$ cat src/rtl/alu_pkg.sv
// Shared definitions for the 8-bit ALU and the multi-word sequencer that drives it:
// opcodes, flag bit positions and the sequencer state encoding.
package alu_pkg;

    localparam logic [3:0] Add_OP = 4'b0000;
    localparam logic [3:0] Sub_OP = 4'b0001;
    localparam logic [3:0] And_OP = 4'b0010;
    localparam logic [3:0] Or_OP  = 4'b0011;
    localparam logic [3:0] Xor_OP = 4'b0100;

    localparam int ZeroFlag  = 0;
    localparam int CarryFlag = 1;
    localparam int NegFlag   = 2;
    localparam int OverFlag  = 3;

    typedef enum logic [1:0] {
        IDLE = 2'd0,
        RUN  = 2'd1,
        DONE = 2'd2
    } seq_state_e;

    function automatic logic is_logic_op(input logic [3:0] op);
        return (op == And_OP) || (op == Or_OP) || (op == Xor_OP);
    endfunction

    function automatic logic is_supported_op(input logic [3:0] op);
        return (op == Add_OP) || (op == Sub_OP) || is_logic_op(op);
    endfunction

endpackage

$ cat src/rtl/alu_word_sequencer.sv
// Drives the word ALU one word per clock, LSW first, chaining carry between words and
// collecting the wide result and final {V,N,C,Z} behind a valid/ready response.
module alu_word_sequencer
    import alu_pkg::*;
#(
    parameter int DataWidth = 8,
    parameter int FlagBits  = 4,
    parameter int Words     = 4
) (
    input  logic                       Clk,
    input  logic                       Reset,
    input  logic                       ReqValid,
    output logic                       ReqReady,
    input  logic [3:0]                 ReqOp,
    input  logic [Words*DataWidth-1:0] ReqA,
    input  logic [Words*DataWidth-1:0] ReqB,
    input  logic                       ReqCarry,
    output logic [DataWidth-1:0]       AluA,
    output logic [DataWidth-1:0]       AluB,
    output logic [3:0]                 AluFuncOp,
    output logic [FlagBits-1:0]        AluIFlags,
    input  logic [DataWidth-1:0]       AluY,
    input  logic [FlagBits-1:0]        AluOFlags,
    output logic                       RspValid,
    input  logic                       RspReady,
    output logic [Words*DataWidth-1:0] RspY,
    output logic [FlagBits-1:0]        RspFlags,
    output logic                       RspErr
);

    localparam int IdxW = (Words > 1) ? $clog2(Words) : 1;
    localparam logic [IdxW-1:0] LastIdx = IdxW'(Words - 1);

    seq_state_e                 state_q, state_d;
    logic [IdxW-1:0]            idx_q, idx_d;
    logic [3:0]                 op_q, op_d;
    logic [Words*DataWidth-1:0] a_q, a_d;
    logic [Words*DataWidth-1:0] b_q, b_d;
    logic [Words*DataWidth-1:0] y_q, y_d;
    logic [FlagBits-1:0]        flags_q, flags_d;
    logic                       carry_q, carry_d;
    logic                       z_acc_q, z_acc_d;
    logic                       err_q, err_d;

    logic                       accept;
    logic                       last_word;
    logic [DataWidth-1:0]       a_word;
    logic [DataWidth-1:0]       b_word;

    assign accept    = (state_q == IDLE) && ReqValid;
    assign last_word = (idx_q == LastIdx);
    assign a_word    = a_q[idx_q*DataWidth +: DataWidth];
    assign b_word    = b_q[idx_q*DataWidth +: DataWidth];

    always_ff @(posedge Clk or posedge Reset) begin
        if (Reset) begin
            state_q <= IDLE;
            idx_q   <= '0;
            op_q    <= Add_OP;
            a_q     <= '0;
            b_q     <= '0;
            y_q     <= '0;
            flags_q <= '0;
            carry_q <= 1'b0;
            z_acc_q <= 1'b0;
            err_q   <= 1'b0;
        end else begin
            state_q <= state_d;
            idx_q   <= idx_d;
            op_q    <= op_d;
            a_q     <= a_d;
            b_q     <= b_d;
            y_q     <= y_d;
            flags_q <= flags_d;
            carry_q <= carry_d;
            z_acc_q <= z_acc_d;
            err_q   <= err_d;
        end
    end

    always_comb begin
        state_d = state_q;
        case (state_q)
            IDLE: if (accept) state_d = is_supported_op(ReqOp) ? RUN : DONE;
            RUN:  if (last_word) state_d = DONE;
            DONE: if (RspReady) state_d = IDLE;
            default: state_d = IDLE;
        endcase
    end

    // The carry register is seeded at acceptance, so every word simply uses carry_q.
    always_comb begin
        idx_d   = idx_q;
        op_d    = op_q;
        a_d     = a_q;
        b_d     = b_q;
        y_d     = y_q;
        flags_d = flags_q;
        carry_d = carry_q;
        z_acc_d = z_acc_q;
        err_d   = err_q;
        if (accept) begin
            idx_d   = '0;
            op_d    = ReqOp;
            a_d     = ReqA;
            b_d     = ReqB;
            y_d     = '0;
            flags_d = '0;
            z_acc_d = 1'b1;
            err_d   = !is_supported_op(ReqOp);
            carry_d = (ReqOp == Add_OP) ? ReqCarry : (ReqOp == Sub_OP);
        end else if (state_q == RUN) begin
            y_d[idx_q*DataWidth +: DataWidth] = AluY;
            carry_d = AluOFlags[CarryFlag];
            z_acc_d = z_acc_q & AluOFlags[ZeroFlag];
            idx_d   = idx_q + 1'b1;
            if (last_word) begin
                idx_d              = '0;
                flags_d[ZeroFlag]  = z_acc_d;
                flags_d[CarryFlag] = AluOFlags[CarryFlag];
                flags_d[NegFlag]   = AluOFlags[NegFlag];
                flags_d[OverFlag]  = is_logic_op(op_q) ? 1'b0 : AluOFlags[OverFlag];
            end
        end
    end

    // Subtract is issued as A + ~B with carry-in 1, so C reads as "no borrow".
    always_comb begin
        AluA      = '0;
        AluB      = '0;
        AluFuncOp = Add_OP;
        AluIFlags = '0;
        if (state_q == RUN) begin
            AluA = a_word;
            if (is_logic_op(op_q)) begin
                AluB      = b_word;
                AluFuncOp = op_q;
            end else begin
                AluB                 = (op_q == Sub_OP) ? ~b_word : b_word;
                AluIFlags[CarryFlag] = carry_q;
            end
        end
    end

    assign ReqReady = (state_q == IDLE) && !Reset;
    assign RspValid = (state_q == DONE);
    assign RspY     = y_q;
    assign RspFlags = flags_q;
    assign RspErr   = err_q;

endmodule
$ cat config.mk
export PLATFORM = sky130hd
export DESIGN_NAME = alu_word_sequencer
export DESIGN_NICKNAME = d
export VERILOG_FILES = /design/src/rtl/alu_pkg.sv /design/src/rtl/alu_word_sequencer.sv
export SDC_FILE = /design/constraint.sdc
export NUM_CORES = 1
export LEC_CHECK = 0
export ABC_AREA = 0
export CAP_MARGIN = 20
export CORE_UTILIZATION = 40
export CTS_BUF_LIST = sky130_fd_sc_hd__clkbuf_16
export DETAILED_ROUTE_END_ITERATION = 12
export PLACE_DENSITY = 0.72
export SYNTH_ARGS = -nofsm -noshare
export SYNTH_HDL_FRONTEND = slang
export SYNTH_SLANG_ARGS = --single-unit
$ cat constraint.sdc
create_clock -name Clk -period 3.93 [get_ports Clk]
set_input_delay 0.786 -clock Clk [delete_from_list [all_inputs] [get_ports Clk]]
set_output_delay 0.786 -clock Clk [all_outputs]
set_load 0.02 [all_outputs]
==> run summary, run 1 <==
- Slowest-stage cell, CP: sky130_fd_sc_hd__dfrtp_1
- CTS buffer count: 9
- DRC marker count from the first detailed-route iteration: 127
- CTS sink count: 111
- via total after detailed routing: 3498
- IR Drop Worst-Case VDD: 305 uV
- Die X-Extent: 114 um
- total area of sequential cells: 2780 um2
- hold buffers post-CTS: 0
- sequential fraction of the synthesis area: 0.553
- total cell area at the placement stage: 6590 um2
- clock slew at the register clock pins of the worst setup and hold paths: 0.07 ns
- worst hold path stage count: 1
- total global routing overflow: 0
- setup bufs post-CTS: 0
- path depth of the worst reg2reg path: 6
- cell chosen for the clock root: sky130_fd_sc_hd__clkbuf_16
- Hold Crit Endpoint: a_q[18]
- worst path arrival time: 2.71 ns
- average size of a mapped cell: 13.8 um2
- H-tree depth: 3
- switching portion of total power: 0.331
- post-layout total power: 4.35 mW
- portion of total power attributed to combinational logic: 0.393
- crit path capture type: primary output
- proportion of synthesized area in mux cells: 0.244
- startpoint of the worst register-to-register path: idx_q[0]
- distinct cell type count of the synthesized netlist: 41
- total of flip-flops plus latches after synthesis: 111
- Post-Synthesis Cells: 364
- flip-flop cell with the highest count after synthesis: sky130_fd_sc_hd__dfrtp_1
- number of rows created at floorplan: 40
- Clk pwr share: 0.184
- xor/xnor share of the synthesized area: 0
- CTS tree: built
- Final Net Count: 591
- type of the most critical hold path: reg2reg
- total placed cells including tap cells: 658
- final critical-path required period: 3.50 ns
- final number of max-transition violations: 0
- count of endpoints failing hold in the final timing report: 0
- via density per instance: 5.19
- Overall Global Routing Usage: 0.192
- Port Buffers: 143
- total power divided by cell area: 636 nW/um2
- post-synthesis compound-gate area fraction: 0.0727
- switching power total: 1.44 mW
- Internal Power: 2.91 mW
- worst-case clock buffer depth: 2
- Core Box Area: 12100 um2
- post-synthesis instance area: 5030 um2
- Post-synth EDFFs: 0
- sequential fraction of design power: 0.423
- Synth Area in Simple Gates: 0.0814
- leakage power total: 2.81 nW
- cell area after layout: 6840 um2
- tightest slew margin relative to the limit: 0.470
- adder-cell area share of the yosys netlist: 0.0124
- MaxCap Viol Count: 0
- area used by multi-input combinational logic: 2080 um2
- global-route wire length before repair: 19100 um
- hold path start: a_q[18]
- Fmax: 0.286 GHz
- final-layout setup total negative slack: 0 ns
- maximum number of pins on one net before global-route repair: 65
- post-synthesis cell type with the largest combined area: sky130_fd_sc_hd__dfrtp_1
- fraction of layout cells with a size suffix above 1: 0.117
- actual slew at the worst max-slew pin: 0.795 ns
- first-pass iteration count of the detailed router: 4
- Worst R2R End: RspY[26]
- Reg2Reg Setup Slack: 1.29 ns
- final std cells w/o fill: 674
- antenna violations before repair: 0
- antenna cells: 0
- PostCTS Resize Cnt: 0
- final cycle utilization of the critical path: 0.890
- Initial Util: 0.415
- dominant cells by area after synthesis: sky130_fd_sc_hd__dfrtp_1, sky130_fd_sc_hd__mux2_1, sky130_fd_sc_hd__mux4_2
- unrepaired setup endpoints after global routing: false
- fraction of synthesis flops using an asynchronous set or reset pin: 1.00
- final wirelength: 11600 um
- worst path cell trace: buf_4, mux4_2, and2_1, clkdlybuf4s50_1
- post-route ant nets: 0
- number of fill cells in the layout: 1036
- count of synthesis-stage warnings from yosys: 0
- clk_skew: 0.00266 ns
- clock latency on the worst-skew pair: 0.34 ns
- worst hold slack: 0.481 ns
- category of the worst setup path launch point: register
- status: complete, no violations
- main combinational cell family by area after synthesis: multiplexers
- remaining design rule violation count: 0
- maximum net fanout on the critical path: 14
- via count of the first global-routing pass: 3630
- count of final setup violators: 0
- largest stage delay on the critical path: 0.84 ns
- # IOs: 148
- final estimated routing congestion in global placement: 0.808
- Die Ht: 114 um
- area added between synthesis and finish: 36.1%
- DP HPWL: 8330 um
- routed length per placed instance: 17.3 um
- area of the die: 13000 um2
- top-area cell type share of the netlist area: 0.553
- required time of the critical path: 3.14 ns
- type of the setup path with the least slack: reg2out
## critical path: cells and delay by family (launching register included)
kind / cells / cell delay (ns)
buf+inv: 2 / 0.84
flops: 1 / 0.84
mux: 1 / 0.51
simple gates: 1 / 0.19
## how the worst max path moves through the flow
stage | from | slack, ns | cells after the start | to
floorplan | Reset | 0.21 | 1 | RspErr
global placement | idx_q[0] | 0.80 | 4 | AluA[3]
detailed placement | idx_q[0] | 0.77 | 4 | AluA[0]
CTS | idx_q[0] | 0.37 | 4 | AluA[0]
global route | idx_q[0] | 0.26 | 4 | AluA[0]
finish | idx_q[0] | 0.43 | 4 | AluA[3]
## cells in the mapped netlist (3+ instances only)
cell                       count
sky130_fd_sc_hd__buf_2         9
sky130_fd_sc_hd__nor2_1       14
sky130_fd_sc_hd__a21oi_1      12
sky130_fd_sc_hd__nand2_1      13
sky130_fd_sc_hd__buf_4        11
sky130_fd_sc_hd__o21ai_0       3
sky130_fd_sc_hd__a22o_1       16
sky130_fd_sc_hd__nand2b_1      5
sky130_fd_sc_hd__nand3_1      10
sky130_fd_sc_hd__and2_1        9
sky130_fd_sc_hd__dfrtp_1     111
sky130_fd_sc_hd__mux2i_1      10
sky130_fd_sc_hd__ha_1          5
sky130_fd_sc_hd__inv_1         6
sky130_fd_sc_hd__nor3_1        5
sky130_fd_sc_hd__mux4_2       16
sky130_fd_sc_hd__mux2_1       48
sky130_fd_sc_hd__clkbuf_1      5
sky130_fd_sc_hd__mux2_2       20
sky130_fd_sc_hd__a32oi_1       8
## cells by family (layout without fill, tap and decap cells)
kind of cell / Yosys count / count (layout)
AO/OA/AOI/OAI: 49 / 49
adder cells (fa/ha/maj): 5 / 5
buffers and inverters: 34 / 173
flip-flops: 111 / 111
multiplexers: 94 / 94
other: 1 / 4
AND/OR/NAND/NOR: 70 / 70
## final cells by class
class / count / share of cell area
flip-flops and latches: 111 / 0.406
multi-input cells: 222 / 0.305
repair buffers: 151 / 0.218
clock buffers: 9 / 0.0329
well taps: 168 / 0.0307
clock inverters: 7 / 0.00384
inverters: 6 / 0.00366
## power by group through the flow
stage | Combinational [mW] | Clock [mW] | Sequential (mW)
floorplan | 1.24 | 0 | 1.78
global placement | 1.68 | 0 | 1.84
detailed placement | 1.72 | 0 | 1.86
CTS | 1.73 | 0.824 | 1.85
global route | 1.86 | 0.872 | 1.90
finish | 1.71 | 0.799 | 1.84
## cells in the final DEF (no fill, tap or decap), types with 10 or more instances in the layout
master and n:
sky130_fd_sc_hd__a21oi_1 12, sky130_fd_sc_hd__a22o_1 16, sky130_fd_sc_hd__clkdlybuf4s50_1 143, sky130_fd_sc_hd__dfrtp_1 111, sky130_fd_sc_hd__inv_1 10, sky130_fd_sc_hd__mux2_1 48
sky130_fd_sc_hd__mux2_2 20, sky130_fd_sc_hd__mux2i_1 10, sky130_fd_sc_hd__mux4_2 16, sky130_fd_sc_hd__nand2_1 13, sky130_fd_sc_hd__nand3_1 10, sky130_fd_sc_hd__nor2_1 14
## layer usage
metal,up-vias,track usage,part of all wire
met5,-,0,0
met2,110,0.311,0.50
li1,1603,-,-
met4,0,0.0710,0.012
met1,1775,0.257,0.44
met3,10,0.0376,0.051
## sequential cells by signal, summed over array words and instances, names as in the netlist
name and flops:
RspErr 1, carry_q 1, a_q 32, state_q 2, b_q 32, op_q 4
z_acc_q 1, RspY 32, idx_q 2, RspFlags 4
## through the flow
stage / util / worst slack [ns]
after floorplan: - / 0.213
after global placement: 0.544 / 0.802
after detailed placement: 0.544 / 0.769
after CTS: 0.565 / 0.374
after global routing: 0.565 / 0.260
final: 0.565 / 0.434
No activity file was read; power rests on OpenSTA's default activity.
==> run 2, diff against run 1 <==
--- a/config.mk
+++ b/config.mk
@@ -6,7 +6,6 @@
 export NUM_CORES = 1
 export LEC_CHECK = 0
 export ABC_AREA = 0
-export CAP_MARGIN = 20
 export CORE_UTILIZATION = 40
 export CTS_BUF_LIST = sky130_fd_sc_hd__clkbuf_16
 export DETAILED_ROUTE_END_ITERATION = 12
==> results of run 2 <==
Final layout, timing and power as in run 1 (identical DEF).
==> run 3, diff against run 2 <==
--- a/config.mk
+++ b/config.mk
@@ -9,6 +9,7 @@
 export CORE_UTILIZATION = 40
 export CTS_BUF_LIST = sky130_fd_sc_hd__clkbuf_16
 export DETAILED_ROUTE_END_ITERATION = 12
+export MAX_ROUTING_LAYER = met4
 export PLACE_DENSITY = 0.72
 export SYNTH_ARGS = -nofsm -noshare
 export SYNTH_HDL_FRONTEND = slang
==> run 3 against run 2 <==
- first-iteration DRC count grew 1.6%
- clock power about the same
- setup slack got worse by 0.0075 ns
- critical path depth is the same
- maximum frequency down 0.21%
- critical endpoint unchanged
- largest power group unchanged
- highest routed layer unchanged
==> run summary, run 3 (synthesis results as in run 1) <==
- status: complete, no violations
- Initial Util: 0.415, unchanged
- most common cell after layout, fill and taps aside: sky130_fd_sc_hd__clkdlybuf4s50_1
- via count of the first global-routing pass: 3623, -0.19%
- Internal Power: 2.91 mW, about the same
- number of fill cells in the layout: 1036, unchanged
- category of the worst setup path launch point: register
- final cycle utilization of the critical path: 0.891, +0.00190
- setup bufs post-CTS: 0, unchanged
- IR Drop Worst-Case VDD: 305 uV, -0.16%
- switching portion of total power: 0.332, +0.000428
- DP HPWL: 8330 um, unchanged
- Die Ht: 114 um, unchanged
- count of final setup violators: 0, unchanged
- final number of max-transition violations: 0, unchanged
- final-layout setup total negative slack: 0 ns, unchanged
- # IOs: 148, unchanged
- routed length per placed instance: 17.3 um, +0.44%
- first-pass iteration count of the detailed router: 4, unchanged
- fraction of the core area covered by cells at the end of the flow: 0.565, unchanged
- total global routing overflow: 0, unchanged
- Fmax: 0.285 GHz, -0.21%
- remaining design rule violation count: 0, unchanged
- antenna cells: 0, unchanged
- maximum number of pins on one net before global-route repair: 65, unchanged
- crit path capture type: primary output
- Overall Global Routing Usage: 0.198, +0.00608
- cell chosen for the clock root: sky130_fd_sc_hd__clkbuf_16
- worst-case setup slack after placement: 0.769 ns, unchanged
- final critical-path required period: 3.50 ns, +0.00747 ns
- worst-case clock buffer depth: 2, unchanged
- MaxCap Viol Count: 0, unchanged
- H-tree depth: 3, unchanged
- slack of the critical path: 0.427 ns, -0.00747 ns
- total power divided by cell area: 636 nW/um2, about the same
- Die X-Extent: 114 um, unchanged
- required time of the critical path: 3.14 ns, about the same
- sequential fraction of design power: 0.423, about the same
- type of the most critical hold path: reg2reg
- antenna violations before repair: 0, unchanged
- CTS buffer count: 9, unchanged
- CTS sink count: 111, unchanged
- CTS tree: built
- final wirelength: 11700 um, +0.44%
- fraction of layout cells with a size suffix above 1: 0.117, unchanged
- post-route ant nets: 0, unchanged
- actual slew at the worst max-slew pin: 0.808 ns, +0.0131 ns
- Clk pwr share: 0.184, about the same
- maximum net fanout on the critical path: 14, unchanged
- area added between synthesis and finish: 36.1%, unchanged
- tightest slew margin relative to the limit: 0.461, -0.00871
- hold buffers post-CTS: 0, unchanged
- count of endpoints failing hold in the final timing report: 0, unchanged
- leakage power total: 2.81 nW, unchanged
- Final Net Count: 591, unchanged
- clk_skew: 0.00420 ns, +0.00154 ns
- clock slew at the register clock pins of the worst setup and hold paths: 0.07 ns, about the same
- Reg2Reg Setup Slack: 1.27 ns, -0.02 ns
- global-route wire length before repair: 19100 um, -0.11%
- worst path arrival time: 2.72 ns, about the same
- DRC marker count from the first detailed-route iteration: 129, +1.6%
- clock latency on the worst-skew pair: 0.34 ns, about the same
- commonest cells after routing, fill and taps aside: sky130_fd_sc_hd__clkdlybuf4s50_1, sky130_fd_sc_hd__dfrtp_1, sky130_fd_sc_hd__mux2_1, sky130_fd_sc_hd__mux2_2
- portion of total power attributed to combinational logic: 0.393, about the same
- area of the die: 13000 um2, unchanged
- Core Box Area: 12100 um2, unchanged
- type of the setup path with the least slack: reg2out
- PostCTS Resize Cnt: 0, unchanged
- number of rows created at floorplan: 40, unchanged
- via density per instance: 5.17, -0.37%
- via total after detailed routing: 3485, -0.37%
- unrepaired setup endpoints after global routing: false
- final estimated routing congestion in global placement: 0.819, +1.4%
- switching power total: 1.44 mW, +0.19%
- Port Buffers: 143, unchanged
run 3: cell counts in the layout (fill, tap and decap cells not counted):
No cell type changed its count.
run 3: worst max-delay path: stages, from the launching register on:
cell and delay, ns:
sky130_fd_sc_hd__dfrtp_1 0.85, sky130_fd_sc_hd__buf_4 0.30, sky130_fd_sc_hd__mux4_2 0.50, sky130_fd_sc_hd__and2_1 0.18
sky130_fd_sc_hd__clkdlybuf4s50_1 0.54
run 3: final cells by class:
class	count	area (um2)	area share
inverters	6	25.0	0.00366
well taps	168	210	0.0307
repair buffers	151	1490	0.218
multi-input cells	222	2080	0.305
clock buffers	9	225	0.0329
clock inverters	7	26.3	0.00384
flip-flops and latches	111	2780	0.406
run 3: layer usage:
metal,global-route usage,vias up,routed length [um]
met5,-,-,0
met4,0.0710,0,96
met3,0.0344,6,566
met2,0.311,116,5830
met1,0.260,1762,5190
li1,-,1601,-
run 3: power by group through the flow:
stage	Combinational, mW	Sequential (mW)	Clock, mW
after floorplan	1.24	1.78	0
after global placement	1.68	1.84	0
after detailed placement	1.72	1.86	0
after CTS	1.73	1.85	0.824
after global routing	1.86	1.90	0.873
final	1.71	1.84	0.800
run 3: final timing paths:
check,start,endpoint,cells after the start
max in group asynchronous,Reset,a_q[11],3
worst max-delay path,idx_q[0],AluA[3],4
worst max register to register,idx_q[0],RspY[26],5
min in group asynchronous,Reset,RspY[20],2
worst min register to register,a_q[18],a_q[18],1
worst min-delay path,a_q[18],a_q[18],1
run 3: stage by stage:
stage / power [mW] / instance area (um2) / hold WS [ns] / std cells
6_report: 4.35 / 6840 / 0.480 / 674
4_1_cts: 4.40 / 6840 / 0.485 / 674
3_5_place_dp: 3.59 / 6590 / 0.469 / 658
2_1_floorplan: 3.02 / 5040 / 0.452 / 367
5_1_grt: 4.63 / 6840 / 0.492 / 674
3_3_place_gp: 3.52 / 6590 / 0.461 / 658
